**src/rtl/axis_uart_rx_buf.sv**
```systemverilog
// rtl/axis_uart_rx_buf.sv - UART receiver packing characters into buffered AXI-Stream words
module axis_uart_rx_buf #(
    parameter int AXI_DATA_WIDTH = 16,
    parameter int CLOCK          = 100_000_000,
    parameter int BAUD_RATE      = 115_200,
    parameter int DATA_BITS      = 8,
    parameter int STOP_BITS      = 1,
    parameter int PARITY_MODE    = 0,
    parameter int FIFO_DEPTH     = 8,
    parameter int TIMEOUT_BITS   = 16
) (
    input  logic                                  aclk,
    input  logic                                  areset,
    input  logic                                  uart_rx,
    output logic [AXI_DATA_WIDTH-1:0]             m_axis_tdata,
    output logic [AXI_DATA_WIDTH/DATA_BITS-1:0]   m_axis_tkeep,
    output logic [2:0]                            m_axis_tuser,
    output logic                                  m_axis_tvalid,
    input  logic                                  m_axis_tready,
    output logic                                  rx_parity_err,
    output logic                                  rx_frame_err,
    output logic                                  rx_overrun,
    output logic [$clog2(FIFO_DEPTH):0]           fifo_count
);
    localparam int BYTES     = AXI_DATA_WIDTH / DATA_BITS;
    localparam int CS        = CLOCK / BAUD_RATE;
    localparam int HALF      = CS / 2;
    localparam int CW        = $clog2(CS);
    localparam int BW        = $clog2(DATA_BITS);
    localparam int LW        = (BYTES > 1) ? $clog2(BYTES) : 1;
    localparam int AW        = $clog2(FIFO_DEPTH);
    localparam int FW        = AXI_DATA_WIDTH + BYTES + 3;
    localparam bit TMO_EN    = (TIMEOUT_BITS != 0) && (BYTES > 1);
    localparam int TMO_LIMIT = TIMEOUT_BITS * CS;
    localparam int TW        = (TMO_LIMIT > 1) ? $clog2(TMO_LIMIT) : 1;
    localparam int TMO_LAST  = TMO_EN ? TMO_LIMIT - 1 : 0;
    localparam bit ODD       = (PARITY_MODE == 2);

    localparam logic [CW-1:0] C_S0  = CW'(HALF - 1);
    localparam logic [CW-1:0] C_S1  = CW'(HALF);
    localparam logic [CW-1:0] C_S2  = CW'(HALF + 1);
    localparam logic [CW-1:0] C_DEC = CW'(HALF + 2);
    localparam logic [CW-1:0] C_END = CW'(CS - 1);

    typedef enum logic [2:0] {ARM, IDLE, START, DATA, PARITY, STOP} state_t;

    state_t                  state, state_n;
    logic                    rx_meta, rxs, rxs_d;
    logic [CW-1:0]           cnt;
    logic [2:0]              samp;
    logic [BW-1:0]           bit_idx;
    logic                    stop_idx;
    logic [DATA_BITS-1:0]    shreg;
    logic                    par_flag;
    logic                    start_edge, at_dec, at_end, maj, exp_par;
    logic                    char_done, frame_bad, par_bad;
    logic [LW-1:0]           lane_cnt;
    logic [AXI_DATA_WIDTH-1:0] word_reg, word_nxt;
    logic [BYTES-1:0]        keep_part;
    logic                    acc_par, acc_frame;
    logic [TW-1:0]           tmo_cnt;
    logic                    tmo_fire;
    logic                    push_req;
    logic [FW-1:0]           push_word;
    logic [FW-1:0]           mem [FIFO_DEPTH];
    logic [AW-1:0]           wr_ptr, rd_ptr;
    logic [AW:0]             count;
    logic                    full, pop, push_ok;

    assign start_edge = rxs_d & ~rxs;
    assign at_dec     = (cnt == C_DEC);
    assign at_end     = (cnt == C_END);
    assign maj        = (samp[0] & samp[1]) | (samp[0] & samp[2]) | (samp[1] & samp[2]);
    assign exp_par    = (^shreg) ^ ODD;

    // Two-flop synchronizer idling high, plus a delayed copy for falling-edge detect
    always_ff @(posedge aclk) begin
        if (areset) begin
            rx_meta <= 1'b1;
            rxs     <= 1'b1;
            rxs_d   <= 1'b1;
        end else begin
            rx_meta <= uart_rx;
            rxs     <= rx_meta;
            rxs_d   <= rxs;
        end
    end

    // Receive state register
    always_ff @(posedge aclk) begin
        if (areset) state <= ARM;
        else        state <= state_n;
    end

    // Next state and per-character decision strobes
    always_comb begin
        state_n   = state;
        char_done = 1'b0;
        frame_bad = 1'b0;
        par_bad   = 1'b0;
        case (state)
            ARM:    if (rxs) state_n = IDLE;
            IDLE:   if (start_edge) state_n = START;
            START: begin
                if (at_dec && maj) state_n = IDLE;
                else if (at_end)   state_n = DATA;
            end
            DATA: begin
                if (at_end && bit_idx == BW'(DATA_BITS - 1))
                    state_n = (PARITY_MODE != 0) ? PARITY : STOP;
            end
            PARITY: begin
                if (at_dec && (maj != exp_par)) par_bad = 1'b1;
                if (at_end) state_n = STOP;
            end
            STOP: begin
                if (at_dec) begin
                    if (stop_idx) begin
                        char_done = 1'b1;
                        state_n   = IDLE;
                    end else if (!maj) begin
                        char_done = 1'b1;
                        frame_bad = 1'b1;
                        state_n   = ARM;
                    end else if (STOP_BITS == 1) begin
                        char_done = 1'b1;
                        state_n   = IDLE;
                    end
                end
            end
            default: state_n = ARM;
        endcase
    end

    // Baud counter, majority samples, data shifter and error pulses
    always_ff @(posedge aclk) begin
        if (areset) begin
            cnt           <= '0;
            samp          <= 3'b111;
            bit_idx       <= '0;
            stop_idx      <= 1'b0;
            shreg         <= '0;
            par_flag      <= 1'b0;
            rx_parity_err <= 1'b0;
            rx_frame_err  <= 1'b0;
        end else begin
            if (state == IDLE || state == ARM) cnt <= '0;
            else                               cnt <= at_end ? '0 : cnt + CW'(1);
            if (cnt == C_S0) samp[0] <= rxs;
            if (cnt == C_S1) samp[1] <= rxs;
            if (cnt == C_S2) samp[2] <= rxs;
            if (state != DATA)  bit_idx <= '0;
            else if (at_end)    bit_idx <= bit_idx + BW'(1);
            if (state != STOP)  stop_idx <= 1'b0;
            else if (at_end)    stop_idx <= 1'b1;
            if (state == DATA && at_dec) shreg <= {maj, shreg[DATA_BITS-1:1]};
            if (state == START) par_flag <= 1'b0;
            else if (par_bad)   par_flag <= 1'b1;
            rx_parity_err <= par_bad;
            rx_frame_err  <= frame_bad;
        end
    end

    // Current word with the new character dropped into its lane, and the filled-lane mask
    always_comb begin
        word_nxt  = word_reg;
        keep_part = '0;
        for (int i = 0; i < BYTES; i++) begin
            if (LW'(i) == lane_cnt) word_nxt[i*DATA_BITS +: DATA_BITS] = shreg;
            if (LW'(i) <  lane_cnt) keep_part[i] = 1'b1;
        end
    end

    assign tmo_fire = TMO_EN && (state == IDLE) && !start_edge &&
                      (lane_cnt != '0) && (tmo_cnt == TW'(TMO_LAST));

    // Idle timer for partial words; only advances while waiting for the next start bit
    always_ff @(posedge aclk) begin
        if (areset || !TMO_EN || tmo_fire || lane_cnt == '0 || state == START)
            tmo_cnt <= '0;
        else if (state == IDLE)
            tmo_cnt <= tmo_cnt + TW'(1);
    end

    // Word assembly; a full word or a timed-out partial word becomes a FIFO push next cycle
    always_ff @(posedge aclk) begin
        if (areset) begin
            lane_cnt  <= '0;
            word_reg  <= '0;
            acc_par   <= 1'b0;
            acc_frame <= 1'b0;
            push_req  <= 1'b0;
            push_word <= '0;
        end else begin
            push_req <= 1'b0;
            if (char_done) begin
                if (lane_cnt == LW'(BYTES - 1)) begin
                    push_req  <= 1'b1;
                    push_word <= {word_nxt, {BYTES{1'b1}}, 1'b0,
                                  acc_frame | frame_bad, acc_par | par_flag};
                    lane_cnt  <= '0;
                    word_reg  <= '0;
                    acc_par   <= 1'b0;
                    acc_frame <= 1'b0;
                end else begin
                    word_reg  <= word_nxt;
                    lane_cnt  <= lane_cnt + LW'(1);
                    acc_par   <= acc_par | par_flag;
                    acc_frame <= acc_frame | frame_bad;
                end
            end else if (tmo_fire) begin
                push_req  <= 1'b1;
                push_word <= {word_reg, keep_part, 1'b1, acc_frame, acc_par};
                lane_cnt  <= '0;
                word_reg  <= '0;
                acc_par   <= 1'b0;
                acc_frame <= 1'b0;
            end
        end
    end

    assign full    = (count == (AW+1)'(FIFO_DEPTH));
    assign pop     = m_axis_tvalid & m_axis_tready;
    assign push_ok = push_req & (~full | pop);

    // FIFO storage, left unreset because the head is masked while empty
    always_ff @(posedge aclk) begin
        if (push_ok) mem[wr_ptr] <= push_word;
    end

    // FIFO pointers, occupancy and overrun pulse
    always_ff @(posedge aclk) begin
        if (areset) begin
            wr_ptr     <= '0;
            rd_ptr     <= '0;
            count      <= '0;
            rx_overrun <= 1'b0;
        end else begin
            if (push_ok) wr_ptr <= wr_ptr + AW'(1);
            if (pop)     rd_ptr <= rd_ptr + AW'(1);
            count      <= count + (AW+1)'(push_ok) - (AW+1)'(pop);
            rx_overrun <= push_req & full & ~pop;
        end
    end

    assign m_axis_tvalid = (count != '0);
    assign fifo_count    = count;
    assign {m_axis_tdata, m_axis_tkeep, m_axis_tuser} = m_axis_tvalid ? mem[rd_ptr] : '0;
endmodule

```
**config.mk**
```make
export PLATFORM = sky130hd
export DESIGN_NAME = axis_uart_rx_buf
export DESIGN_NICKNAME = d
export VERILOG_FILES = /design/src/rtl/axis_uart_rx_buf.sv
export SDC_FILE = /design/constraint.sdc
export NUM_CORES = 1
export LEC_CHECK = 0
export ABC_AREA = 1
export CAP_MARGIN = 15
export CORE_MARGIN = 3
export CORE_UTILIZATION = 61
export DETAILED_ROUTE_END_ITERATION = 6
export PLACE_DENSITY = 0.78
export SYNTH_ARGS = -nofsm -noshare
export SYNTH_HDL_FRONTEND = slang
export SYNTH_SLANG_ARGS = --single-unit
```
**constraint.sdc**
```tcl
create_clock -name aclk -period 3.6 [get_ports aclk]
set_input_delay 0.9 -clock aclk [delete_from_list [all_inputs] [get_ports aclk]]
set_output_delay 0.9 -clock aclk [all_outputs]
set_load 0.02 [all_outputs]
```
Word level (Yosys, flattened, before mapping)
Memory sizes are Yosys's and may differ from the RTL's. A register that Yosys moved wholly into a read port is not among the register bits.
Cells that the tools add are included.
Cells by class
  add/subtract/negate cells: 8
  order comparisons: 2
  equality and inequality tests: 23
  muxes and demuxes: 43
  bitwise gates (word level): 17
  reductions and logical operators: 22
Operators by type and width (number)
  21-bit two-way mux: 4
  16-bit two-way mux: 3
  10-bit by 9-bit == test with 1-bit output (second input constant): 4
  3-bit two-way mux: 9
  1-bit two-way mux: 24
  3-bit one-hot mux with 6 select lines: 1
  8-bit two-way mux: 2
  14-bit by 1-bit adder with 14-bit output (second input constant): 1
  14-bit == test (second input constant): 1
  10-bit by 1-bit adder with 10-bit output (second input constant): 1
  10-bit == test (second input constant): 1
  2-bit inequality test (second input constant): 5
  3-bit by 1-bit adder with 3-bit output (second input constant): 3
  3-bit == test (second input constant): 3
  1-bit bitwise AND: 8
  8-bit parity: 1
  1-bit logical AND: 7
  3-bit by 2-bit == test with 1-bit output (second input constant): 2
  3-bit inequality test (second input constant): 2
  6-bit AND reduction: 1
  2-bit OR reduction: 3
  1-bit OR: 5
  4-bit by 1-bit adder with 4-bit output: 1
  4-bit == test (second input constant): 1
  15 further kinds: 22
Word-level totals
  register bits: 100
  bits in writable memories: 168
  input bits: 4
  output and inout port bits: 29
  word-level logic and storage cells: 141
  memories kept: 1
Memories
  mem: words 8, bits a word 21, read ports 1, clocked after memory_dff 1, wr ports 1, line 65  | logic [FW-1:0] mem [FIFO_DEPTH];

Depth between registers and ports, before layout
  word-level depth: 10
  depth in mapped cells: 15
  gate-level depth less buffers: 15

Worst setup path before layout
Ideal clock, no wire load.
  path kind: input to register
  start point: input port m_axis_tready
  end point: memory mem[0][0] in the netlist's numbering, enable pin
  setup time: 0.399 ns
  data arrival time: 2.422 ns
  required time: 3.201 ns
  setup slack: 0.780 ns
  stages on the path: 5
  cell sequence: nand2_1 nand3_1 nand2_1 or2_2 nor2_1
On the way
  cells in the longest elaborated chain, start to end: 5
RTL lines
  from (decl): line 19  | input logic m_axis_tready,
  1-bit bitwise AND: line 223  | assign pop = m_axis_tvalid & m_axis_tready;
  1-bit OR: line 224  | assign push_ok = push_req & (~full | pop);
  1-bit bitwise AND: line 224
  1-bit two-way mux: line 228  | if (push_ok) mem[wr_ptr] <= push_word;
  1-bit two-way mux (implied by the code): line 228
  to (decl): line 65
No other way between the ends.

==> results.toml <==
[die]
core_sq_um = 17660
io_pins = 33
rows = 48
die_h_um = 141.6
die_area_sq_um = 20060
initial_utilization_pct = 63.56
die_x_um = 141.6

[run]
maxCapViolations = 0

[placed_design]
detailed_place_hpwl_um = 13650
post-place-ws_ns = 0.4583
dpl.cell_count = 1342
place_congestion = 0.8062
numPortBuffers = 32

[logic_synthesis]
synthAdderAreaFrac_pct = 1.739
synth_xor_area_share_pct = 1.093
synth_edf_count = 168
synthMuxAreaShare_pct = 0
syn_avg_cell_area_sq_um = 10.07
ys.warnings.count = 0
ys_seq_area_share_pct = 63.32
syn_nets = 1133
synth_cells = 1114
ys.flop_type = "edfxtp_1"
synth_compound_area_share_pct = 9.911
synth_cell_type_count = 46
synthArstFlopShare_pct = 0
synth_top_family_by_area = "simple AND/OR/NAND/NOR gates"
synthSimpleGateAreaFrac_pct = 18.99
ys_ff_latch = 271
syn_area_sq_um = 11220

[drt]
viasPerCell = 5.633
final_antenna_net_count = 0
drt_first_pass_iters = 5
totalWireLength_um = 23260
vias = 7858
drtIter0Drc = 676
drc = 0
post_drt_wl_per_cell_um = 16.68

[pwr]
peakVddDrop_v = 0.0004265
powerDensity_nw_per_um2 = 642.0
p_leak_nw = 5.117

[clock_tree]
htree_levels = 1
worstSkewPairLatency_ns = 0.52
cts_inserted_buffers = 28
cts_tree = "built"
clk_pin_slew_ns = 0.06
ctsRootBufferMaster = "clkbuf_16"
clk_path_buf_depth = 3
cts.sinks = 271

[grt]
met3_usage_pct = 3.236
grt_overflow = 0
use_met1_pct = 32.20
grt_pass1_vias = 7460
grt_use_met2_pct = 38.84
antenna_found_initial = 0
grt_pass1_wl_um = 37670
grtUsageTotal_pct = 23.29
grt_max_degree = 47
busiest_layer = "met2"

[worst_setup_path]
rr_startpoint = "fifo_count[2]"
crit_path_end_kind = "output port"
crit_required_ns = 2.70
critPathKind = "reg -> out"
crit_end = "m_axis_tdata[12]"
start_kind = "flop"
r2r_cells = 10
r2r_end = "mem[4][6]"
worstPathArrival_ns = 2.53
reg2reg_setup_slack_ns = 1.01
critical_path.max_fanout = 46

[cells_and_area]
mostFrequentLayoutCell = "nor2_1"
diodes = 0
instances_no_fill = 1395
final_cell_mix = "nor2_1 (236), edfxtp_1 (168), nand2_1 (154)"
drive_above_1_share_pct = 9.231
synthToLayoutAreaGrowth_pct = 13.76
nets = 1167
largest_reg_flops = 168

[timing]
maxSlewViolCount = 0
max_freq_mhz = 291.3
period_needed_ns = 3.433
fin_skew_ns = 0.006401
setup_tns_ns = 0
hold_viol = 0
fin_crit_sh_pct = 95.35
rsz0062_at_grt = "false"
worst_slack_ns = 0.1675
setup_viol = 0
max-slew-margin-rel_pct = 55.08
tightestPinTransition_ns = 0.6731

[status]
status = "completed"

[worst_hold_path]
holdPathStages = 1
hold_class = "reg -> reg"
## metrics by stage
stage / utilization [%] / instance area [sq um] / hold WS [ns] / total power, mW
2_1_floorplan: - / 11220 / 0.3895 / 4.682
3_3_place_gp: 66.76 / 11790 / 0.3927 / 5.232
3_5_place_dp: 66.76 / 11790 / 0.3951 / 5.296
4_1_cts: 72.19 / 12750 / 0.4078 / 8.223
5_1_grt: 72.31 / 12770 / 0.4284 / 8.591
6_report: 72.31 / 12770 / 0.4061 / 8.197
## critical path, cell delays in order (launching register included)
cell	delay (ns)
dfxtp_4	0.41
inv_2	0.12
buf_12	0.23
nor2_1	0.08
o32ai_1	0.25
o21ai_0	0.13
nor2_1	0.16
clkdlybuf4s50_1	0.62
## repair_timing
item                       4_1_cts  5_1_grt
hold buffers                     0        0
resized for setup                4        4
setup endpoints to repair       12        6
setup buffers                    0        1
gates cloned                     0        0
## final cells by class
cell class                 instances  area (sq um)
sequential                       271          7114
fill                            1263          4890
multi-input combinational        713          3581
clock buffer                      34         764.5
timing repair buffer              54         520.5
inverter                          80         312.8
tap                              225         281.5
clock inverter                    18         192.7
## power by group
| group | internal, mW | leakage [nW] | switching [mW] |
|---|---|---|---|
| registers | 3.32 | 2.73 | 0.116 |
| logic | 0.717 | 1.92 | 1.11 |
| clock network | 1.79 | 0.464 | 1.14 |
## per-layer routing
layer	vias to the layer above	part of all wire, %
met4	0	1.8
met2	240	49
met1	3697	43
met5	-	0
li1	3877	-
met3	44	6.3
## synth_stat cells (all sizes together), types with 2 or more instances
| master | count | area [sq um] |
|---|---|---|
| a211oi | 2 | 15.01 |
| a21oi | 45 | 236.5 |
| buf | 21 | 133.9 |
| clkbuf | 29 | 108.9 |
| clkinv | 2 | 12.51 |
| dfxtp | 103 | 2062 |
| edfxtp | 168 | 5045 |
| ha | 14 | 175.2 |
| inv | 78 | 300.3 |
| nand2 | 162 | 658.1 |
| nand3 | 54 | 275.3 |
| nand3b | 3 | 35.03 |
| nand4 | 10 | 68.81 |
| nor2 | 248 | 964.7 |
| nor3 | 12 | 70.07 |
| nor3b | 2 | 15.01 |
| o211ai | 2 | 15.01 |
| o21ai | 94 | 470.5 |
| o32ai | 42 | 367.9 |
| or2 | 5 | 31.28 |
| xnor2 | 7 | 61.31 |
| xor2 | 7 | 61.31 |
## logic make-up (layout without fill, tap and decap cells)
| family | count (synthesis) | after routing |
|---|---|---|
| compound gates | 186 | 186 |
| xor+xnor | 14 | 14 |
| simple gates | 498 | 498 |
| flops | 271 | 271 |
| fa+ha+maj | 15 | 15 |
| buf+inv | 130 | 186 |
## worst min path at each step
stage	slack, ns	end	startpoint
6_report	0.41	rxs	rx_meta
5_1_grt	0.43	rxs	rx_meta
4_1_cts	0.41	rxs	rx_meta
3_5_place_dp	0.40	rxs	rx_meta
3_3_place_gp	0.39	rxs	rx_meta
2_1_floorplan	0.39	rxs	rx_meta
Power figures use the tool's default switching activity.
